**src/rtl/iob_vga_gen.sv**
```systemverilog
// rtl/iob_vga_gen.sv - VGA timing generator with pixel fetch handshake and underrun flag
module iob_vga_gen #(
    parameter int H_VISIBLE = 640,
    parameter int H_FP      = 16,
    parameter int H_SYNC    = 96,
    parameter int H_BP      = 48,
    parameter int V_VISIBLE = 480,
    parameter int V_FP      = 10,
    parameter int V_SYNC    = 2,
    parameter int V_BP      = 33,
    parameter int CLK_DIV   = 4,
    parameter int COLOR_W   = 4,
    parameter int ADDR_W    = 19,
    parameter int HS_POL    = 0,
    parameter int VS_POL    = 0
) (
    input  logic                   clk,
    input  logic                   rst,
    input  logic                   en,
    input  logic [3*COLOR_W-1:0]   pixel,
    input  logic                   pixel_valid,
    input  logic                   clr_underrun,
    output logic                   pixel_req,
    output logic [ADDR_W-1:0]      pixel_addr,
    output logic                   h_sync,
    output logic                   v_sync,
    output logic [COLOR_W-1:0]     red,
    output logic [COLOR_W-1:0]     green,
    output logic [COLOR_W-1:0]     blue,
    output logic                   frame_start,
    output logic                   underrun
);

    localparam int H_TOTAL = H_SYNC + H_BP + H_VISIBLE + H_FP;
    localparam int V_TOTAL = V_SYNC + V_BP + V_VISIBLE + V_FP;
    localparam int H_W     = $clog2(H_TOTAL);
    localparam int V_W     = $clog2(V_TOTAL);
    localparam int D_W     = $clog2(CLK_DIV);

    localparam logic [D_W-1:0] DIV_LAST    = D_W'(CLK_DIV - 1);
    localparam logic [H_W-1:0] H_LAST      = H_W'(H_TOTAL - 1);
    localparam logic [H_W-1:0] H_SYNC_END  = H_W'(H_SYNC);
    localparam logic [H_W-1:0] H_VIS_FIRST = H_W'(H_SYNC + H_BP);
    localparam logic [H_W-1:0] H_VIS_LAST  = H_W'(H_SYNC + H_BP + H_VISIBLE - 1);
    localparam logic [V_W-1:0] V_LAST      = V_W'(V_TOTAL - 1);
    localparam logic [V_W-1:0] V_SYNC_END  = V_W'(V_SYNC);
    localparam logic [V_W-1:0] V_VIS_FIRST = V_W'(V_SYNC + V_BP);
    localparam logic [V_W-1:0] V_VIS_LAST  = V_W'(V_SYNC + V_BP + V_VISIBLE - 1);

    localparam logic [ADDR_W-1:0] A_H_VIS   = ADDR_W'(H_VISIBLE);
    localparam logic [ADDR_W-1:0] A_H_FIRST = ADDR_W'(H_SYNC + H_BP);
    localparam logic [ADDR_W-1:0] A_V_FIRST = ADDR_W'(V_SYNC + V_BP);

    localparam logic HS_ACT = 1'(HS_POL);
    localparam logic VS_ACT = 1'(VS_POL);

    typedef enum logic {S_IDLE, S_RUN} state_t;

    state_t            state;
    state_t            state_nxt;
    logic [D_W-1:0]    div_cnt;
    logic [H_W-1:0]    h_cnt;
    logic [V_W-1:0]    v_cnt;
    logic [H_W-1:0]    h_nxt;
    logic [V_W-1:0]    v_nxt;
    logic              h_wrap;
    logic              pix_en;
    logic              advance;
    logic              vis_cur;
    logic              vis_nxt;
    logic              underrun_set;
    logic [ADDR_W-1:0] addr_nxt;

    assign pix_en = (div_cnt == DIV_LAST);

    always_comb begin
        h_wrap = (h_cnt == H_LAST);
        h_nxt  = h_wrap ? '0 : h_cnt + H_W'(1);
        v_nxt  = v_cnt;
        if (h_wrap) begin
            v_nxt = (v_cnt == V_LAST) ? '0 : v_cnt + V_W'(1);
        end
    end

    assign vis_cur = (h_cnt >= H_VIS_FIRST) && (h_cnt <= H_VIS_LAST) &&
                     (v_cnt >= V_VIS_FIRST) && (v_cnt <= V_VIS_LAST);
    assign vis_nxt = (h_nxt >= H_VIS_FIRST) && (h_nxt <= H_VIS_LAST) &&
                     (v_nxt >= V_VIS_FIRST) && (v_nxt <= V_VIS_LAST);

    assign addr_nxt = (ADDR_W'(v_nxt) - A_V_FIRST) * A_H_VIS + (ADDR_W'(h_nxt) - A_H_FIRST);

    // A running frame only stops when it wraps back to the origin with en low.
    always_comb begin
        state_nxt = state;
        advance   = 1'b0;
        case (state)
            S_IDLE: begin
                if (pix_en && en) begin
                    advance   = 1'b1;
                    state_nxt = S_RUN;
                end
            end
            S_RUN: begin
                if (pix_en) begin
                    advance = 1'b1;
                    if ((h_nxt == '0) && (v_nxt == '0) && !en) begin
                        state_nxt = S_IDLE;
                    end
                end
            end
            default: state_nxt = S_IDLE;
        endcase
    end

    assign underrun_set = advance && vis_cur && !pixel_valid;

    always_ff @(posedge clk) begin
        if (!rst) begin
            state       <= S_IDLE;
            div_cnt     <= '0;
            h_cnt       <= '0;
            v_cnt       <= '0;
            pixel_addr  <= '0;
            pixel_req   <= 1'b0;
            h_sync      <= ~HS_ACT;
            v_sync      <= ~VS_ACT;
            red         <= '0;
            green       <= '0;
            blue        <= '0;
            frame_start <= 1'b0;
            underrun    <= 1'b0;
        end else begin
            state       <= state_nxt;
            div_cnt     <= pix_en ? '0 : div_cnt + D_W'(1);
            pixel_req   <= 1'b0;
            frame_start <= 1'b0;
            underrun    <= underrun_set | (underrun & ~clr_underrun);

            if (advance) begin
                h_cnt       <= h_nxt;
                v_cnt       <= v_nxt;
                h_sync      <= (h_cnt < H_SYNC_END) ? HS_ACT : ~HS_ACT;
                v_sync      <= (v_cnt < V_SYNC_END) ? VS_ACT : ~VS_ACT;
                frame_start <= (h_cnt == '0) && (v_cnt == '0);
                if (vis_cur && pixel_valid) begin
                    {red, green, blue} <= pixel;
                end else begin
                    {red, green, blue} <= '0;
                end
                // Fetch for the slot now being entered; sampled at the following pix_en.
                if (vis_nxt && (state_nxt == S_RUN)) begin
                    pixel_req  <= 1'b1;
                    pixel_addr <= addr_nxt;
                end
            end else if (pix_en) begin
                h_sync             <= ~HS_ACT;
                v_sync             <= ~VS_ACT;
                {red, green, blue} <= '0;
            end
        end
    end

endmodule

```
**config.mk**
```make
export PLATFORM = sky130hd
export DESIGN_NAME = iob_vga_gen
export DESIGN_NICKNAME = d
export VERILOG_FILES = /design/src/rtl/iob_vga_gen.sv
export SDC_FILE = /design/constraint.sdc
export NUM_CORES = 1
export LEC_CHECK = 0
export ABC_AREA = 1
export CORE_UTILIZATION = 49
export CTS_CLUSTER_SIZE = 40
export DETAILED_ROUTE_END_ITERATION = 10
export PLACE_DENSITY = 0.71
export SLEW_MARGIN = 20
export SYNTH_ARGS = -nofsm -noshare
export SYNTH_HDL_FRONTEND = slang
export SYNTH_SLANG_ARGS = --single-unit
```
**constraint.sdc**
```tcl
create_clock -name clk -period 5.7 [get_ports clk]
set_input_delay 1.14 -clock clk [delete_from_list [all_inputs] [get_ports clk]]
set_output_delay 1.14 -clock clk [all_outputs]
set_load 0.01 [all_outputs]
```
Word-level counts from Yosys, hierarchy flattened
Index checks and enable logic that the tools add are counted.
{ "classes": {"add_sub_neg": 6, "mul": 1, "magnitude_cmp": 10, "n_eq_ne": 3, "mux": 22, "bitwise": 5, "reduce_logical": 24} }
{ "ops": {"columns": ["operator", "n"], "rows": [
  ["10-bit <= comparator (second input constant)", 4],
  ["10-bit logical NOT", 4],
  ["10-bit two-way mux", 3],
  ["4-bit two-way mux", 7],
  ["10-bit by 1-bit adder with 10-bit output (second input constant)", 2],
  ["10-bit equality test (second input constant)", 2],
  ["10-bit by 6-bit greater-or-equal comparator with 1-bit output (second input constant)", 2],
  ["10-bit by 8-bit greater-or-equal comparator with 1-bit output (second input constant)", 2],
  ["19-bit adder", 1],
  ["19-bit by 3-bit multiplier with 12-bit output (second input constant)", 1],
  ["1-bit logical AND", 14],
  ["10-bit by 6-bit subtractor with 11-bit output (second input constant)", 1],
  ["10-bit by 8-bit subtractor with 11-bit output (second input constant)", 1],
  ["10-bit by 2-bit less-than comparator with 1-bit output (second input constant)", 1],
  ["10-bit by 7-bit less-than comparator with 1-bit output (second input constant)", 1],
  ["1-bit two-way mux", 10],
  ["1-bit case mux with 2 select lines", 2],
  ["2-bit AND reduction", 2],
  ["1-bit NOT", 3],
  ["2-bit by 1-bit adder with 2-bit output (second input constant)", 1],
  ["2-bit equality test (second input constant)", 1],
  ["1-bit logical NOT", 2],
  ["2-bit nonzero test", 1],
  ["2-bit OR reduction", 1],
  ["other kinds (2)", 2]
]} }
{ "word_totals": {"regBits": 59, "in_bits": 17, "out_inout_bits": 36, "wordCells": 84} }

Depth between registers and ports, before layout
Gate-level depths: netlist of run 1.
{ "logic_depth": {"ltp_word": 11, "ltp_mapped": 31, "mapped_depth_nobuf": 31} }

Least setup slack after synthesis of run 1
No wires, ideal clock.
{ "synth_timing": {"kind": "reg-to-reg", "from": "register h_cnt[1]", "to": "register pixel_addr[17]", "setup_time_ns": 0.116, "t_arrival_ns": 4.280, "required_time_ns": 5.584, "path_slack_ns": 1.304, "path_stages_with_launch": 30, "path_buffers": 0, "period_less_slack_ns": 4.396, "cell_sequence": "dfxtp_1 -> ha_1 -> nand2_2 -> nor2_4 -> inv_2 -> nor2_8 -> nand2_2 -> nand2_1 -> nor2_2 -> ha_1 -> nor2_4 -> nand2_2 -> nand2_4 -> xor2_1 -> ha_1 -> ha_1 -> nand2_1 -> o21ai_0 -> a21oi_1 -> o21ai_0 -> xnor2_1 -> inv_1 -> ha_1 -> nand2_1 -> nor2_1 -> nand3b_1 -> o2111ai_1 -> xor2_1 -> o21ai_0 -> nor2_1"} }
{ "synth_between": {"elab_chain_len": 10, "elab_cells_between_ends": 24, "classes_between": "add/sub (4); mul (1); order compare (4); eq/ne (1); mux (5); reduce/logical (9)"} }
{ "synth_rtl": {"columns": ["element", "line_no", "text"], "rows": [
  ["start: declaration", "62", "logic [H_W-1:0] h_cnt;"],
  ["start signal: assignment", "140", "h_cnt <= h_nxt;"],
  ["10-bit equality test *", "77", "h_wrap = (h_cnt == H_LAST);"],
  ["10-bit two-way mux *", "80", "if (h_wrap) begin"],
  ["net v_nxt[1]", "65", "logic [V_W-1:0] v_nxt;"],
  ["branches (longest 8 deep; another with 19-bit by 3-bit multiplier with 12-bit output)", null, null],
  ["end signal: assignment", "153", "pixel_addr <= addr_nxt;"],
  ["end: declaration", "24", "output logic [ADDR_W-1:0] pixel_addr,"]
]} }
Mark *: on every way through the listed nets, which the timed path passes.
A chain may end at the register's enable or synchronous reset.

Worst setup path in the final report of run 1
{ "layout_timing": {"from": "register h_cnt[0]", "to": "register pixel_addr[17]"} }
The elaborated chain is that of the path after synthesis.

==> results.yml, run 1 <==
route:
  ant_nets: 0
  final_wl_um: 11500
  drt_first_pass_iters: 7
  drtIter0Drc: 224
  route.detailed.drc: 4
  post_drt_via_cell_ratio: 5.47
  routed-via-count: 4538
  routedWlPerCell_um: 13.8
timing:
  hold_viol: 0
  setup_viol: 0
  skew_ns: 0.0131
  final.setup.tns_ns: 0
  post-route-min-period_ns: 4.96
  pins_over_slew_limit: 0
  max-slew-margin-rel: 0.378
  max_freq_mhz: 202
  post-route-period-util: 0.870
  worst_slew_pin_slew_ns: 0.929
  rsz0062_at_grt: "false"
  worst_slack_ns: 0.743
  final.hold.worst_slack_ns: 0.422
synth:
  synth.net_count: 733
  synthTopCellsByArea: "dfxtp_1, ha_1, nand2_1"
  synth_seq_area_share: 0.261
  synth_top_area_frac: 0.261
  syn-cell-area_um2: 4520
  synth.top_cells.by_count: "nand2_1, inv_1, nor2_1"
  ys_types: 40
  synth_async_sr_flop_share: 0
  yosys_warnings: 0
  synth_edf_count: 0
  yosysMostFrequentCell: "nand2_1"
  yosys_register_bits: 59
  yosys_most_used_dff: "dfxtp_1"
  syn_area_per_cell_um2: 6.73
  mapped_cells: 672
  post-synth-top-area-cell: "dfxtp_1"
clock_network:
  reg_clk_slew_reported_paths_ns: 0.07
  cts-root-buf: "clkbuf_8"
  cts_tree: "yes"
  num_clock_sinks: 59
  cts_resized: 0
  cts_hold_repair.buffers: 0
  cts_max_path_buffers: 2
  cts_setup_buffers: 0
  clk_latency_ns: 0.34
  tritoncts.num_buffers: 9
  htree_num_levels: 3
layout:
  area_growth_syn_to_layout_pct: 17.7
  diodes: 0
  fin_util: 0.604
  num-nets-final: 778
  finish.instance_area_um2: 5320
  final_layout_size_suffix_gt1_frac: 0.0791
  non_filler_instance_count_after_layout: 829
pwr:
  power_density_nw_per_um2: 251
  standby_leakage_power_nw: 2.44
  report.power.total_mw: 1.34
  ir_drop_worst_vdd_mv: 0.147
floorplanning:
  initial_utilization: 0.513
  fp.dieW_um: 98.0
  core-area_um2: 8810
  fp-row-count: 34
  floorplan.die.height_um: 98.0
  io_pins: 53
  design.die.area_um2: 9610
critical_path:
  critPathRequiredTime_ns: 5.94
  critical_path_arrival_ns: 5.19
  crit_path_max_fanout: 6
  worst_path_most_repeated_cell: "ha_1"
  timing.critical_path.to_type: "flip-flop"
  kind_of_start_point_of_the_critical_path: "flip-flop"
  critical_path.slowest_cell: "dfxtp_1"
  critical_path_class: "reg2reg"
  crit_path_max_cell_delay_ns: 0.43
placement:
  placed_cells: 814
  dpl_worst_slack_ns: 0.752
  placed_area_um2: 5090
  place.gp.congestion: 0.961
  dp_hpwl_um: 8810
  port-buffer-count: 52
global_routing:
  grt_overflow: 0
  vias_in_the_first_global_route: 4371
  grt_usage: 0.250
  grt_antenna_before_repair: 0
  grt_start_max_net_pins: 46
  grt_first_pass_wirelength_um: 19700
flow_run:
  maxCapViolCount: 0
hold_path:
  min-delay-path-class: "reg2reg"
outcome:
  run_status: "complete, but fails checks"
  failed_checks: "DRC"
-- routing by layer --
metal  GRT usage  vias up  wire length [um]
met2       0.446      150              5490
met5           0        -                 0
met3      0.0458       27               649
met4      0.0991        0               298
met1       0.295     2075              5030
li1            -     2286                 -
-- worst paths after layout --
check              endpoint        from  cells past startpoint  slack, ns
min              div_cnt[0]  div_cnt[0]                      1       0.42
max reg2reg  pixel_addr[17]    h_cnt[0]                     29       0.74
max          pixel_addr[17]    h_cnt[0]                     29       0.74
min reg2reg      div_cnt[0]  div_cnt[0]                      1       0.42
-- worst max-delay path, delay by kind of cell, from the launching register on --
family                   cells  cell delay [ns]
adder cells (fa/ha/maj)      5             1.40
AND/OR/NAND/NOR             14             1.37
AO/OA/AOI/OAI                5             0.96
XOR/XNOR                     3             0.53
flip-flops                   1             0.43
buffers and inverters        2             0.16
-- flip-flops by register name, summed over array words and instances (netlist names) --
| signal | count |
|---|---|
| frame_start | 1 |
| blue | 4 |
| div_cnt | 2 |
| h_cnt | 10 |
| pixel_addr | 19 |
| v_sync | 1 |
| v_cnt | 10 |
| state | 1 |
| pixel_req | 1 |
| h_sync | 1 |
| underrun | 1 |
| green | 4 |
| red | 4 |
-- cell families (layout without fill, tap and decap cells) --
group | after synthesis | count (layout) | synth area share
AND/OR/NAND/NOR | 319 | 319 | 0.330
flip-flops | 59 | 59 | 0.261
adder cells (fa/ha/maj) | 44 | 44 | 0.125
AO/OA/AOI/OAI | 113 | 113 | 0.135
XOR/XNOR | 27 | 27 | 0.0523
buffers and inverters | 110 | 159 | 0.0969
-- placed cells by master (no fill, tap or decap), types with 6 or more instances in the layout --
cell type and instances:
xnor2_1 9, o21ai_1 6, nand2_1 128, nand2_2 12, nor2_2 6, ha_1 42, nor3_1 6, clkdlybuf4s50_1 52
a21oi_1 40, nand3_1 68, o21ai_0 56, nand4_1 11, nor2_1 69, dfxtp_1 59, inv_2 7, xor2_1 18
clkbuf_8 11, inv_1 82
-- where the power goes --
part	switching (mW)	internal, mW	total, mW
combinational	0.279	0.185	0.465
sequential	0.0102	0.420	0.430
clock	0.174	0.268	0.442
total	0.463	0.873	1.34
-- area by class of cell --
type | instances | area, um2
Sequential cell | 59 | 1180
Inverter | 89 | 334
Clock inverter | 4 | 73.8
Tap cell | 108 | 135
Fill cell | 827 | 3490
Timing Repair Buffer | 55 | 543
Clock buffer | 11 | 151
Multi-Input combinational cell | 503 | 2900
Power figures use the tool's default switching activity.
==> run 2: changes to the inputs <==
- CORE_ASPECT_RATIO: not set -> 0.75
==> results.yml, run 2 (synthesis gave the netlist of run 1 again) <==
outcome:
  run_status: "complete, no violations"
timing:
  max_freq_mhz: 194
  rsz0062_at_grt: "false"
  final.setup.tns_ns: 0
  hold_viol: 0
  pins_over_slew_limit: 0
  post-route-min-period_ns: 5.15
  max-slew-margin-rel: 0.335
  setup_viol: 0
  worst_slack_ns: 0.551
  post-route-period-util: 0.903
  skew_ns: 0.00797
  worst_slew_pin_slew_ns: 0.994
critical_path:
  worst_path_most_repeated_cell: "ha_1"
  critical_path_class: "reg2reg"
  critical_path_arrival_ns: 5.42
  critical_path.slowest_cell: "dfxtp_1"
  crit_path_max_fanout: 6
  crit_path_max_cell_delay_ns: 0.43
  critPathRequiredTime_ns: 5.97
  timing.critical_path.to_type: "flip-flop"
  kind_of_start_point_of_the_critical_path: "flip-flop"
  critical_path.n_buffers_inverters: 2
  critPathLaunch: "h_cnt[1]"
  kind_of_cell_adding_the_most_delay_to_the_critical_path: "simple AND/OR/NAND/NOR gates"
  worstReg2RegStart: "h_cnt[1]"
clock_network:
  tritoncts.num_buffers: 9
  cts_tree: "yes"
  htree_num_levels: 3
  cts_setup_buffers: 0
  reg_clk_slew_reported_paths_ns: 0.06
  cts-root-buf: "clkbuf_16"
  num_clock_sinks: 59
  cts_max_path_buffers: 2
  cts_resized: 0
  clk_latency_ns: 0.34
  cts_hold_repair.buffers: 0
global_routing:
  grt_usage: 0.271
  grt_first_pass_wirelength_um: 20600
  grt_antenna_before_repair: 0
  grt_overflow: 0
  grt_start_max_net_pins: 46
  vias_in_the_first_global_route: 4247
layout:
  final.fill_count: 818
  final_layout_size_suffix_gt1_frac: 0.0791
  layout.cells.most_common: "nand2_1"
  num-nets-final: 777
  registers.top_by_ff_count: "pixel_addr"
  largestRegisters: "pixel_addr (19), h_cnt (10), v_cnt (10)"
  area_growth_syn_to_layout_pct: 19.4
  most-common-layout-cells: "nand2_1, inv_1, nor2_1, nand3_1, dfxtp_1"
  largest_reg_flops: 19
  diodes: 0
pwr:
  clock_power_share: 0.385
  netSwitchingPower_uw: 511
  ir_drop_worst_vdd_mv: 0.250
  power.sequential.fraction: 0.295
  combPwrFrac: 0.320
  standby_leakage_power_nw: 2.46
  cell_internal_pwr_uw: 953
  power.share.switching: 0.349
  power_density_nw_per_um2: 271
floorplanning:
  io_pins: 53
  fp.dieW_um: 113
  fp-row-count: 29
  floorplan.die.height_um: 85.2
  core-area_um2: 8710
  design.die.area_um2: 9620
  initial_utilization: 0.519
route:
  drt_first_pass_iters: 5
  drtIter0Drc: 364
  routedWlPerCell_um: 14.5
  routed-via-count: 4488
  route.detailed.drc: 0
  post_drt_via_cell_ratio: 5.41
  final_wl_um: 12000
  ant_nets: 0
hold_path:
  min-delay-path-class: "reg2reg"
  hp-start: "div_cnt[0]"
placement:
  dp_hpwl_um: 9170
  port-buffer-count: 52
  dpl_worst_slack_ns: 0.554
  place.gp.congestion: 0.949
flow_run:
  maxCapViolCount: 0
[run 2: cell count changes in the layout (fill, tap and decap cells not counted)]
cell | before | now
clkbuf_8 | 11 | 0
clkbuf_16 | 0 | 9
inv_6 | 0 | 2
buf_4 | 3 | 2
bufinv_16 | 2 | 1
clkinv_2 | 1 | 0
clkinv_4 | 1 | 2
clkinvlp_4 | 0 | 1
inv_8 | 0 | 1
[run 2: final timing paths]
| path | cells past startpoint | slack, ns | endpoint |
|---|---|---|---|
| worst max register to register | 29 | 0.55 | pixel_addr[17] |
| worst min-delay path | 1 | 0.42 | div_cnt[0] |
| worst min register to register | 1 | 0.42 | div_cnt[0] |
| worst max-delay path | 29 | 0.55 | pixel_addr[17] |
[run 2: layer usage]
metal,global-route usage,vias up,wire length (um)
li1,-,2289,-
met1,0.398,2026,6140
met2,0.388,155,4770
met3,0.0664,18,925
met4,0.0813,0,175
met5,0,-,0
[run 2: worst register-to-register path, delay by kind of cell (launching register included)]
| kind | cells | cell delay, ns |
|---|---|---|
| buffers and inverters | 2 | 0.17 |
| XOR/XNOR | 3 | 0.53 |
| adder cells (fa/ha/maj) | 5 | 1.45 |
| flip-flops | 1 | 0.43 |
| AND/OR/NAND/NOR | 14 | 1.59 |
| AO/OA/AOI/OAI | 5 | 0.91 |
[run 2: metrics by stage]
stage,hold WS (ns),area [um2],util,total power [mW],cells
detailed placement,0.416,5090,0.584,0.891,813
CTS,0.424,5400,0.620,1.47,829
finish,0.417,5400,0.620,1.46,829
floorplan,0.399,4520,-,0.790,672
global route,0.449,5400,0.620,1.55,829
global placement,0.409,5090,0.584,0.887,813
[run 2: final cells by class]
cell class | count | area (um2) | share of cell area
clock buffer | 9 | 225 | 0.0417
clock inverter | 7 | 83.8 | 0.0155
inverter | 89 | 334 | 0.0619
multi-input combinational | 503 | 2900 | 0.538
sequential | 59 | 1180 | 0.219
tap | 108 | 135 | 0.0250
timing repair buffer | 54 | 536 | 0.0993
[run 2: power by group through the flow]
stage / registers, mW / clock network [mW] / logic [mW]
after floorplan: 0.434 / 0 / 0.355
after global placement: 0.439 / 0 / 0.447
after detailed placement: 0.440 / 0 / 0.451
after CTS: 0.431 / 0.576 / 0.459
after global routing: 0.433 / 0.592 / 0.527
final: 0.431 / 0.564 / 0.468
==> run 3: changes to the inputs <==
- RECOVER_POWER: not set -> 100
==> results.yml, run 3 (synthesis gave the netlist of run 1 again) <==
timing:
  post-route-period-util: 0.919
  hold_viol: 0
  setup_viol: 0
  pins_over_slew_limit: 0
  worst_slew_pin_slew_ns: 0.991
  skew_ns: 0.00824
  post-route-min-period_ns: 5.24
  final.setup.tns_ns: 0
  max_freq_mhz: 191
  rsz0062_at_grt: "false"
  worst_slack_ns: 0.460
  max-slew-margin-rel: 0.337
pwr:
  ir_drop_worst_vdd_mv: 0.249
  power_density_nw_per_um2: 272
  standby_leakage_power_nw: 2.58
floorplanning:
  floorplan.die.height_um: 85.2
  initial_utilization: 0.519
  fp.dieW_um: 113
  core-area_um2: 8710
  fp-row-count: 29
  io_pins: 53
  design.die.area_um2: 9620
flow_run:
  maxCapViolCount: 0
global_routing:
  vias_in_the_first_global_route: 4247
  grt_usage: 0.271
  grt_antenna_before_repair: 0
  grt_first_pass_wirelength_um: 20600
  grt_overflow: 0
  grt_start_max_net_pins: 46
route:
  final_wl_um: 12000
  post_drt_via_cell_ratio: 5.42
  ant_nets: 0
  routedWlPerCell_um: 14.5
  routed-via-count: 4493
  drt_first_pass_iters: 5
  drtIter0Drc: 385
  route.detailed.drc: 0
critical_path:
  crit_path_max_fanout: 6
  kind_of_start_point_of_the_critical_path: "flip-flop"
  crit_path_max_cell_delay_ns: 0.43
  rrSetupSlack_ns: 0.46
  worst_path_most_repeated_cell: "ha_1"
  timing.critical_path.to_type: "flip-flop"
  critical_path_class: "reg2reg"
  critical_path_arrival_ns: 5.47
  critical_path.slowest_cell: "dfxtp_1"
  critPathRequiredTime_ns: 5.93
clock_network:
  cts_setup_buffers: 0
  cts_max_path_buffers: 2
  cts_resized: 0
  reg_clk_slew_reported_paths_ns: 0.06
  tritoncts.num_buffers: 9
  cts_tree: "yes"
  cts-root-buf: "clkbuf_16"
  cts_hold_repair.buffers: 0
  clk_latency_ns: 0.34
  num_clock_sinks: 59
  htree_num_levels: 3
layout:
  registers.top_by_ff_count: "pixel_addr"
  layout.cells.most_common: "nand2_1"
  ff_latch_area_um2: 1180
  final_layout_size_suffix_gt1_frac: 0.0735
  diodes: 0
  final.fill_count: 820
  largest_reg_flops: 19
  largestRegisters: "pixel_addr (19), h_cnt (10), v_cnt (10)"
  multiInputGateArea_um2: 2890
  num-nets-final: 777
  area_growth_syn_to_layout_pct: 19.0
  most-common-layout-cells: "nand2_1, inv_1, nor2_1, nand3_1"
placement:
  dpl_worst_slack_ns: 0.554
  place.gp.congestion: 0.949
  port-buffer-count: 52
  dp_hpwl_um: 9170
outcome:
  run_status: "complete, no violations"
hold_path:
  min-delay-path-class: "reg2reg"
==> run 3: cell types whose count changed in the layout (fill, tap and decap cells not counted) <==
| cell | delta |
|---|---|
| inv_1 | +2 |
| inv_2 | -2 |
| nand3_1 | +1 |
| buf_4 | -1 |
| dlygate4sd3_1 | +38 |
| nand3_4 | -1 |
| clkbuf_1 | +1 |
| o21ai_0 | +3 |
| clkdlybuf4s50_1 | -38 |
| o21ai_1 | -3 |
==> run 3: per-stage QoR <==
stage | cells | hold slack (ns) | util | instance area, um2 | power, mW
global route | 829 | 0.449 | 0.618 | 5380 | 1.55
finish | 829 | 0.417 | 0.618 | 5380 | 1.46
floorplan | 672 | 0.399 | - | 4520 | 0.790
CTS | 829 | 0.424 | 0.620 | 5400 | 1.47
global placement | 813 | 0.409 | 0.584 | 5090 | 0.887
detailed placement | 813 | 0.416 | 0.584 | 5090 | 0.891
==> run 3: area by class of cell <==
cell class | count | share of cell area
Clock inverter | 7 | 0.0156
Clock buffer | 9 | 0.0419
Multi-Input combinational cell | 503 | 0.537
Sequential cell | 59 | 0.220
Timing Repair Buffer | 54 | 0.0989
Inverter | 89 | 0.0621
Tap cell | 108 | 0.0251
==> run 3: worst max-delay path: cells and delay by family, from the launching register on <==
family                   cells  cell delay (ns)
XOR/XNOR                     3             0.47
AND/OR/NAND/NOR             14             1.54
flip-flops                   1             0.43
buffers and inverters        2             0.22
adder cells (fa/ha/maj)      5             1.45
AO/OA/AOI/OAI                5             0.99
==> run 3: layer usage <==
metal  GRT usage  routed length [um]  vias up
met5           0                   0        -
met2       0.388                4860      146
li1            -                   -     2290
met4      0.0813                 186        0
met3      0.0664                 873       19
met1       0.398                6110     2038
==> run 3: path summary, 6_finish.rpt <==
path               endpoint  startpoint  cells past startpoint
max reg2reg  pixel_addr[17]    h_cnt[1]                     29
min              div_cnt[0]  div_cnt[0]                      1
min reg2reg      div_cnt[0]  div_cnt[0]                      1
max          pixel_addr[17]    h_cnt[1]                     29
==> run 3: power by group <==
group          switching (mW)  internal [mW]
combinational           0.280          0.186
sequential             0.0110          0.420
clock                   0.217          0.346
